`config.mk`:
```
export PLATFORM = sky130hd
export DESIGN_NAME = pipe_hazard_ctrl
export DESIGN_NICKNAME = d
export VERILOG_FILES = /design/src/rtl/pipe_hazard_ctrl.sv
export SDC_FILE = /design/constraint.sdc
export NUM_CORES = 1
export LEC_CHECK = 0
export ABC_AREA = 1
export ABC_CLOCK_PERIOD_IN_PS = 1700
export BUFFER_PORTS_ARGS = -buffer_cell sky130_fd_sc_hd__buf_2
export CAP_MARGIN = 10
export CORE_ASPECT_RATIO = 1.75
export CORE_MARGIN = 2
export CORE_UTILIZATION = 42
export DETAILED_ROUTE_END_ITERATION = 10
export PLACE_DENSITY = 0.66
export SYNTH_ARGS = -nofsm -noshare
export SYNTH_HDL_FRONTEND = slang
export SYNTH_SLANG_ARGS = --single-unit
```
`constraint.sdc`:
```
create_clock -name clk -period 1.7 [get_ports clk]
set_input_delay 0.34 -clock clk [delete_from_list [all_inputs] [get_ports clk]]
set_output_delay 0.34 -clock clk [all_outputs]
set_load 0.03 [all_outputs]
```
`src/rtl/pipe_hazard_ctrl.sv`:
```
// Pipeline hazard controller: tracks ID/EX/MEM destination descriptors,
// turns load-use stall requests into PC/IF-ID hold and bubble injection,
// and handles flush, freeze, halt, a stall watchdog and perf counters.
//
// state  | meaning
// RUN    | normal flow, descriptors shift every edge
// STALL  | PC and IF/ID held, bubble into EX, MEM keeps draining
// FREEZE | whole pipeline held, counters held
// HALT   | front end stopped, back end drains; left only by reset
module pipe_hazard_ctrl #(
  parameter int MAX_STALL = 4,
  parameter int CNT_W     = 32
) (
  input  logic             clk,
  input  logic             rst_n,
  input  logic             new_is_lw,
  input  logic             new_write,
  input  logic [4:0]       new_w_addr,
  input  logic             new_valid,
  input  logic             stall_req,
  input  logic             flush_req,
  input  logic             freeze,
  input  logic             halt,
  output logic             is_lw_ID,
  output logic             is_lw_EX,
  output logic             is_lw_MEM,
  output logic             write_ID,
  output logic             write_EX,
  output logic             write_MEM,
  output logic [4:0]       w_addr_ID,
  output logic [4:0]       w_addr_EX,
  output logic [4:0]       w_addr_MEM,
  output logic             pc_en,
  output logic             ifid_en,
  output logic             ifid_flush,
  output logic             idex_bubble,
  output logic             stall_err,
  output logic [CNT_W-1:0] stall_cnt,
  output logic [CNT_W-1:0] flush_cnt,
  output logic [1:0]       state_o
);

  typedef enum logic [1:0] {RUN = 2'd0, STALL = 2'd1, FREEZE = 2'd2, HALT = 2'd3} state_t;

  typedef struct packed {
    logic       valid;
    logic       is_lw;
    logic       write;
    logic [4:0] w_addr;
  } desc_t;

  localparam desc_t BUBBLE = '0;
  // Run counter saturates one past the limit, which is where the error fires.
  localparam int RW = $clog2(MAX_STALL + 2);
  localparam logic [RW-1:0] RUN_MAX = RW'(MAX_STALL + 1);

  state_t          state_q, state_d;
  desc_t           id_q, id_d, ex_q, ex_d, mem_q, mem_d;
  logic            flush_pend_q, flush_pend_d;
  logic            stall_err_q, stall_err_d;
  logic [RW-1:0]   stall_run_q, stall_run_d;
  logic [CNT_W-1:0] stall_cnt_q, stall_cnt_d;
  logic [CNT_W-1:0] flush_cnt_q, flush_cnt_d;
  desc_t           new_desc;

  // Next-state and control outputs; priority is halt > freeze > stall > flush.
  always_comb begin
    state_d      = state_q;
    id_d         = id_q;
    ex_d         = ex_q;
    mem_d        = mem_q;
    flush_pend_d = flush_pend_q;
    stall_err_d  = stall_err_q;
    stall_run_d  = '0;
    stall_cnt_d  = stall_cnt_q;
    flush_cnt_d  = flush_cnt_q;
    pc_en        = 1'b0;
    ifid_en      = 1'b0;
    ifid_flush   = 1'b0;
    idex_bubble  = 1'b0;
    new_desc     = '{valid: new_valid, is_lw: new_is_lw, write: new_write, w_addr: new_w_addr};

    if (halt || state_q == HALT) begin
      state_d = HALT;
      ex_d    = BUBBLE;
      mem_d   = ex_q;
    end else if (freeze) begin
      // A branch resolved while frozen must not be lost.
      state_d      = FREEZE;
      flush_pend_d = flush_pend_q | flush_req;
    end else if (stall_req) begin
      state_d      = STALL;
      idex_bubble  = 1'b1;
      ex_d         = BUBBLE;
      mem_d        = ex_q;
      flush_pend_d = flush_pend_q | flush_req;
      stall_cnt_d  = stall_cnt_q + 1'b1;
      stall_run_d  = (stall_run_q == RUN_MAX) ? stall_run_q : stall_run_q + 1'b1;
      if (stall_run_d == RUN_MAX) stall_err_d = 1'b1;
    end else begin
      state_d = RUN;
      pc_en   = 1'b1;
      ifid_en = 1'b1;
      mem_d   = ex_q;
      ex_d    = id_q;
      if (flush_req || flush_pend_q) begin
        ifid_flush   = 1'b1;
        id_d         = BUBBLE;
        flush_pend_d = 1'b0;
        flush_cnt_d  = flush_cnt_q + 1'b1;
      end else begin
        id_d = new_desc;
      end
    end
  end

  // State, descriptor and counter registers with synchronous reset.
  always_ff @(posedge clk) begin
    if (!rst_n) begin
      state_q      <= RUN;
      id_q         <= BUBBLE;
      ex_q         <= BUBBLE;
      mem_q        <= BUBBLE;
      flush_pend_q <= 1'b0;
      stall_err_q  <= 1'b0;
      stall_run_q  <= '0;
      stall_cnt_q  <= '0;
      flush_cnt_q  <= '0;
    end else begin
      state_q      <= state_d;
      id_q         <= id_d;
      ex_q         <= ex_d;
      mem_q        <= mem_d;
      flush_pend_q <= flush_pend_d;
      stall_err_q  <= stall_err_d;
      stall_run_q  <= stall_run_d;
      stall_cnt_q  <= stall_cnt_d;
      flush_cnt_q  <= flush_cnt_d;
    end
  end

  // An invalid slot reports as a no-op to the hazard detector.
  assign is_lw_ID   = id_q.valid  & id_q.is_lw;
  assign is_lw_EX   = ex_q.valid  & ex_q.is_lw;
  assign is_lw_MEM  = mem_q.valid & mem_q.is_lw;
  assign write_ID   = id_q.valid  & id_q.write;
  assign write_EX   = ex_q.valid  & ex_q.write;
  assign write_MEM  = mem_q.valid & mem_q.write;
  assign w_addr_ID  = id_q.valid  ? id_q.w_addr  : 5'd0;
  assign w_addr_EX  = ex_q.valid  ? ex_q.w_addr  : 5'd0;
  assign w_addr_MEM = mem_q.valid ? mem_q.w_addr : 5'd0;

  assign stall_err = stall_err_q;
  assign stall_cnt = stall_cnt_q;
  assign flush_cnt = flush_cnt_q;
  assign state_o   = state_q;

endmodule
```
Word level (Yosys, flattened, before mapping)
Cells that the tools add are included.
{"block": "totals", "register_bits": 95, "inputBits": 14, "output_inout_bits": 92, "wordCells": 70}
{"block": "classes", "n_addsub": 3, "n_eq_ne": 4, "muxes": 24, "bitwise": 11, "reduce_logical": 10}
{"cell": "adder 32 x 1 -> 32 bit (second input constant)", "n": 2}
{"cell": "two-way mux 8 bit", "n": 4}
{"cell": "two-way mux 5 bit", "n": 3}
{"cell": "two-way mux 1 bit", "n": 14}
{"cell": "AND reduction 4 bit", "n": 2}
{"cell": "AND 1 bit", "n": 6}
{"cell": "== test 3 bit (second input constant)", "n": 2}
{"cell": "AND reduction 3 bit", "n": 2}
{"cell": "two-way mux 2 bit", "n": 2}
{"cell": "inverter 1 bit", "n": 4}
{"cell": "OR reduction 4 bit", "n": 1}
{"cell": "adder 3 x 1 -> 3 bit (second input constant)", "n": 1}
{"cell": "two-way mux 3 bit", "n": 1}
{"cell": "nonzero test 3 bit", "n": 1}
{"cell": "== test 2 bit (second input constant)", "n": 1}
{"cell": "logical OR 1 bit", "n": 2}
{"cell": "!= test 2 x 1 -> 1 bit (second input constant)", "n": 1}
{"cell": "AND reduction 2 bit", "n": 1}
{"cell": "OR reduction 2 bit", "n": 1}
{"cell": "OR 1 bit", "n": 1}

Longest topological paths before layout
Gate-level depths: netlist (run 1).
{"block": "depth", "depth_word": 5, "depth_mapped": 11, "ltp_nobuf": 9}

Least setup slack after synthesis (run 1)
No wires, ideal clock.
{"block": "synth_timing", "kind": "reg-to-reg", "from": "reg flush_cnt_q[0] (netlist: flush_cnt[0])", "to": "reg flush_cnt_q[18] (netlist: flush_cnt[18])", "setup_time_ns": 0.116, "arrival_time_ns": 1.603, "slack_ns": -0.019, "stages_incl_launch_ff": 9, "synth_period_minus_slack_ns": 1.719, "cell_sequence": "dfxtp_1 > ha_1 > nand2_1 > nor2_2 > nand3_1 > nor2_4 > nand2_2 > o21ai_0 > nor2_1"}
{"block": "synth_between", "elab_chain_cells": 1}
{"element": "start: declaration", "line_no": "63", "rtl": "logic [CNT_W-1:0] flush_cnt_q, flush_cnt_d;"}
{"element": "start signal: assignment", "line_no": "138", "rtl": "flush_cnt_q <= flush_cnt_d;"}
{"element": "adder 32 x 1 -> 32 bit", "line_no": "110", "rtl": "flush_cnt_d = flush_cnt_q + 1'b1;"}
No other way between the ends.
A chain may end at the register's enable or synchronous reset.

Worst setup path in the final report (run 1)
{"block": "layout_timing", "from": "reg state_q[1] (netlist: state_o[1])", "to": "out pc_en"}
{"block": "layout_between", "elab_chain_cells": 3}
{"element": "start: declaration", "line_no": "57", "rtl": "state_t state_q, state_d;"}
{"element": "start signal: assignment", "line_no": "130", "rtl": "state_q <= state_d;"}
{"element": "== test 2 bit", "line_no": "83", "rtl": "if (halt || state_q == HALT) begin"}
{"element": "logical OR 1 bit", "line_no": "83"}
{"element": "two-way mux 1 bit", "line_no": "83"}
{"element": "end: declaration", "line_no": "33", "rtl": "output logic pc_en,"}
No other way between the ends.

==> impl_metrics.tcl, run 1 <==
set metrics [dict create \
    synth_most_common_cell "nand2_1" \
    cts.sinks 95 \
    cp.arrival_ns 1.32 \
    pin_count 106 \
    status "complete, no violations" \
    leakagePower_nw 2.931 \
    setup_viol 0 \
    grt_first_pass_wirelength_um 21630 \
    period_share_pct 97.63 \
    crit_chain "nand2_2 -> nand2_4 -> nor2_4 -> buf_6 -> buf_4" \
    final.setup.worst_slack_ns 0.04033 \
    max_cap_violations 0 \
    grt_pass1_vias 4717 \
    required_ns 1.36 \
    drt_first_pass_iters 4 \
    synth_top_family_by_area "simple AND/OR/NAND/NOR gates" \
    syn_avg_cell_area_um2 6.505 \
    grtUsageMet1_pct 22.56 \
    fin_crit_ns 1.660 \
    clk_pin_slew_worst_paths_ns 0.07 \
    synth-simple-area-share_pct 41.28 \
    finalNetCount 913 \
    cts_max_path_buffers 2 \
    ir_drop_v 0.0006161 \
    place_area_mm2 0.005813 \
    end_kind "output port" \
    drt_wl_total_um 13400 \
    cts_buffers 9 \
    synth.distinct_cells 39 \
    gp_congestion 0.8848 \
    seq_area_frac_synth_pct 38.57 \
    path_buf_inv 2 \
    htreeDepth 3 \
    gr-max-usage-layer "met2" \
    drtIter0Drc 159 \
    grt_start_max_net_pins 28 \
    antenna_left 0 \
    globalRouteMet3Util_pct 3.596 \
    num_rows 52 \
    clock_skew_ns 0.008542 \
    cts_tree "done" \
    max_freq_mhz 602.5 \
    synth_nets 776 \
    hp-class "input pin to flop" \
    die_height_um 147.3 \
    clock_latency_ns 0.34 \
    stdcell_area_mm2 0.006190 \
    hold_viol_final 0 \
    power_density_mw_per_mm2 722.5 \
    ys.flop_type "dfxtp_1" \
    syn_area_mm2 0.004931 \
    start_util_pct 42.82 \
    fillers 1184 \
    synthMuxAreaShare_pct 0 \
    dieArea_mm2 0.01266 \
    place_ws_ns 0.09896 \
    synth_compound_area_share_pct 7.536 \
    netlist_top_cells_count "nand2_1, nor2_1, inv_1" \
    synth_edf_count 0 \
    antenna_found_initial 1 \
    cp_max_fo 7 \
    drv_slew 0 \
    synth_area_leaders "dfxtp_1, nand2_1, nor2_1" \
    slowest_delay_ns 0.33 \
    postSynthCellCount 758 \
    via_per_inst 4.941 \
    relSlewSlack_pct 78.48 \
    core_region_area_mm2 0.01152 \
    grt_use_total_pct 21.41 \
    route.detailed.drc 0 \
    port_buffers 105 \
    synth_top_area_share_pct 38.57 \
    die_width_um 85.91 \
    synth_xor_area_share_pct 1.066 \
    cp_top_family "simple AND/OR/NAND/NOR gates" \
    ys_warn_count 0 \
    cp_slowest_cell "dfxtp_1" \
    routedWlPerCell_um 12.94 \
    ys_ff_latch 95 \
    worst_pin_slew_ns 0.3228 \
    synthArstFlopShare_pct 0 \
    worst-setup-path-type "flop to output port" \
    drive_gt1_share_pct 23.11 \
    grtUsageMet2_pct 39.22 \
    synth_fa_ha_area_share_pct 1.015 \
    start_kind "flop" \
    area_growth_syn_to_layout_pct 25.53 \
    r2r_slack_ns 0.17 \
    overflow 0 \
    cts-root-buf "clkbuf_16" \
    post-dp-hpwl_um 10370 \
    synth_top_area_cell "dfxtp_1" \
    vias 5119 \
]
==> tightest hold or removal path, stage by stage <==
cell     delay (ns)
buf_2          0.10
nand3_1        0.07
a21oi_1        0.05
==> where the power goes <==
group / leakage (nW) / switching [mW] / internal (mW)
sequential: 0.769 / 0.0108 / 2.24
clock: 0.147 / 0.894 / 1.09
combinational: 2.02 / 0.163 / 0.0791
==> layout by cell type, fill, tap and decap left out, drive strengths merged <==
cell type / Yosys / routed
a211oi: 1 / 1
a21oi: 46 / 46
a31oi: 3 / 3
and2: 1 / 1
and3: 1 / 1
buf: 8 / 145
clkbuf: 11 / 11
clkinv: 3 / 6
dfxtp: 95 / 95
diode: 0 / 1
ha: 4 / 4
inv: 108 / 110
nand2: 208 / 208
nand3: 70 / 70
nand4: 25 / 25
nor2: 130 / 130
nor3: 12 / 12
nor3b: 4 / 4
o21ai: 18 / 18
o21ba: 1 / 1
o21bai: 1 / 1
o31ai: 1 / 1
or2: 1 / 1
xnor2: 1 / 1
xor2: 5 / 5
==> kinds of logic (layout without fill, tap and decap cells) <==
family                     Yosys count  count (layout)
DFF                                 95              95
adders and majority gates            4               4
buffers and inverters              130             272
xor gates and xnor gates             6               6
other                                0               1
AOI/OAI and AO/OA                   71              71
and+or+nand+nor                    452             452
==> registers in the layout (all words and copies together) (netlist names) <==
signal        cells
ex_q              8
flush_cnt        32
flush_pend_q      1
id_q              8
mem_q             8
stall_cnt        32
stall_err         1
stall_run_q       3
state_o           2
==> layer usage <==
metal | up-vias | share of wire [%]
met5 | - | 0
met4 | 0 | 4.2
met3 | 33 | 4.0
met2 | 126 | 52
met1 | 2286 | 40
li1 | 2674 | -
==> path summary, 6_finish.rpt <==
check	from	end	depth (start not counted)
max	state_o[1]$_SDFF_PN0_	pc_en	5
min	new_w_addr[2]	id_q[2]$_SDFFE_PN0P_	3
max reg2reg	flush_cnt[1]$_SDFFE_PN0P_	flush_cnt[22]$_SDFFE_PN0P_	9
min reg2reg	stall_err$_SDFFE_PN0P_	stall_err$_SDFFE_PN0P_	2
==> repair_timing <==
item                       in CTS  in global routing
hold buffers                    0                  0
resized for setup               7                 10
setup endpoints to repair       3                 12
setup buffers                   0                  4
pin swaps                       0                  4
==> metrics by stage <==
| step | setup TNS, ns | cells | power [mW] | hold slack [ns] | utilization, % |
|---|---|---|---|---|---|
| global placement | 0 | 1015 | 2.529 | 0.4538 | 50.48 |
| detailed placement | 0 | 1015 | 2.530 | 0.4540 | 50.48 |
| floorplan | 0 | 758 | 2.449 | 0.4436 | - |
| CTS | 0 | 1031 | 4.512 | 0.2510 | 53.21 |
| global route | -0.03984 | 1036 | 4.616 | 0.2672 | 53.75 |
| finish | 0 | 1036 | 4.472 | 0.2581 | 53.75 |
==> layout make-up <==
class,instances,area [µm²],share of cell area [%]
antenna,1,2.502,0.04043
timing repair buffer,145,853.3,13.79
tap,135,168.9,2.729
inverter,111,421.7,6.812
multi-input combinational,533,2542,41.08
sequential,95,1908,30.83
clock inverter,5,40.04,0.6469
clock buffer,11,252.7,4.083
Power figures use the tool's default switching activity.
==> run 2: changes to the inputs <==
CORE_UTILIZATION = 55   (was 42)
PLACE_DENSITY = 0.82   (was 0.66)
==> run 2 against run 1 <==
Compared with the run above: sequential share of layout area up 0.21 points; largest power group unchanged; flip-flop and latch count unchanged; via count up 3.9%; die area down 23%.
==> impl_metrics.tcl, run 2 (synthesis results as in run 1) <==
set metrics [dict create \
    finalPower_mw 4.544 \
    utilization_pct 70.85 \
    multiInputGateArea_mm2 0.002572 \
    end_kind "output port" \
    pin_count 106 \
    start_kind "flop" \
    drt_first_pass_iters 5 \
    max_freq_mhz 607.3 \
    htreeDepth 3 \
    cp_max_fo 5 \
    fin_tns_setup_ns 0 \
    cp_top_family "simple AND/OR/NAND/NOR gates" \
    power_density_mw_per_mm2 739.6 \
    area_growth_syn_to_layout_pct 24.59 \
    slowest_delay_ns 0.33 \
    hold_viol_final 0 \
    drv_slew 0 \
    cts_max_path_buffers 2 \
    max_cap_violations 0 \
    cts.sinks 95 \
    required_ns 1.36 \
    fillers 753 \
    path_buf_inv 2 \
    final_common_cell "nand2_1" \
    num_rows 45 \
    cp.arrival_ns 1.31 \
    via_per_inst 5.270 \
    regArea_mm2 0.001907 \
    worst-setup-path-type "flop to output port" \
    core_region_area_mm2 0.008671 \
    cts_buffers 9 \
    grt_start_max_net_pins 52 \
    cp_slowest_cell "dfxtp_2" \
    period_share_pct 96.86 \
    port_buffers 105 \
    ctsHoldBuffers 0 \
    vias 5317 \
    ir_drop_v 0.0005311 \
    relSlewSlack_pct 79.84 \
    drive_gt1_share_pct 22.33 \
    grt_pass1_vias 4913 \
    hp-class "input pin to flop" \
    crit_chain "nand2_4 -> nand2_4 -> nor2_4 -> buf_6 -> buf_6" \
    antenna_found_initial 1 \
    fin_crit_ns 1.647 \
    dieArea_mm2 0.009768 \
    mostFrequentLayoutCells "nand2_1, nor2_1, inv_1" \
    cts_tree "done" \
    die_height_um 129.3 \
    die_width_um 75.58 \
    clk_pin_slew_worst_paths_ns 0.06 \
    drt_wl_total_um 14140 \
    status "complete, no violations" \
    worst_pin_slew_ns 0.3020 \
    cts-root-buf "clkbuf_16" \
    grtUsageMet2_pct 52.38 \
    drtIter0Drc 383 \
    grtUsageMet1_pct 28.47 \
    antenna_left 0 \
    overflow 0 \
    hold_ws_ns 0.2596 \
    grt_first_pass_wirelength_um 21470 \
    finalNetCount 905 \
    post-dp-hpwl_um 10210 \
    gp_congestion 0.9357 \
    grt_use_total_pct 28.11 \
    globalRouteMet3Util_pct 4.277 \
    clock_skew_ns 0.006773 \
    routedWlPerCell_um 14.02 \
    fin_cells 1009 \
    gr-max-usage-layer "met2" \
    dp_cells 980 \
    route.detailed.drc 0 \
    leakagePower_nw 2.894 \
    setup_viol 0 \
    start_util_pct 56.87 \
    clock_latency_ns 0.34 \
]
## run 2: cell types whose count changed in the layout (fill, tap and decap cells not counted), sizes merged
cell      previous run  this run
buf                145       134
inv                110       108
clkinv               6         4
clkinvlp             0         1
bufinv               0         1
nor2               130       132
clkbuf              11        13
## run 2: power by group
group	total (mW)	internal, mW	switching (mW)
clock	2.04	1.21	0.832
sequential	2.25	2.24	0.0130
combinational	0.247	0.0813	0.166
## run 2: worst reg2reg max path: stages, from the launching register on
cell and delay (ns):
dfxtp_2 0.33, nand2_4 0.09, nand3_2 0.09, nor2_2 0.11
buf_4 0.11, buf_4 0.17, nand2_1 0.11, nor2_1 0.23
nand3_1 0.15, nand2_1 0.08, nor2_1 0.04
## run 2: what timing repair did
item | in CTS | in global routing
buffers inserted | 1 | 9
hold endpoints to repair | 0 | 0
pin swaps | 0 | 7
endpoints found under the setup margin | 4 | 20
gates cloned | 0 | 3
resized for setup | 7 | 15
## run 2: through the flow
step / instance area, µm² / worst slack [ns]
3_3_place_gp: 5675 / 0.1381
2_1_floorplan: 4933 / 0.05087
4_1_cts: 6003 / 0.01757
3_5_place_dp: 5675 / 0.05300
6_report: 6143 / 0.05343
5_1_grt: 6143 / -0.03107
## run 2: layout make-up
cell class                 instances  share of cell area (%)
clock inverter                     3                  0.6925
timing repair buffer             135                   12.93
tap                              117                   2.383
sequential                        95                   31.04
inverter                         111                   6.864
antenna                            1                 0.04073
clock buffer                      12                   4.175
multi-input combinational        535                   41.87
## run 2: path summary, 6_finish.rpt
path,start,endpoint,slack [ns],cells past startpoint
worst min-delay path,new_w_addr[3],id_q[3]$_SDFFE_PN0P_,0.26,3
worst max-delay path,state_o[1]$_SDFF_PN0_,ifid_en,0.05,5
worst min register to register,stall_err$_SDFFE_PN0P_,stall_err$_SDFFE_PN0P_,0.45,2
worst max register to register,state_o[1]$_SDFF_PN0_,flush_cnt[24]$_SDFFE_PN0P_,0.08,10
## run 2: layer usage
layer | share of wire, % | vias up
li1 | - | 2657
met1 | 35 | 2407
met2 | 55 | 202
met3 | 5.0 | 51
met4 | 4.8 | 0
met5 | 0 | -
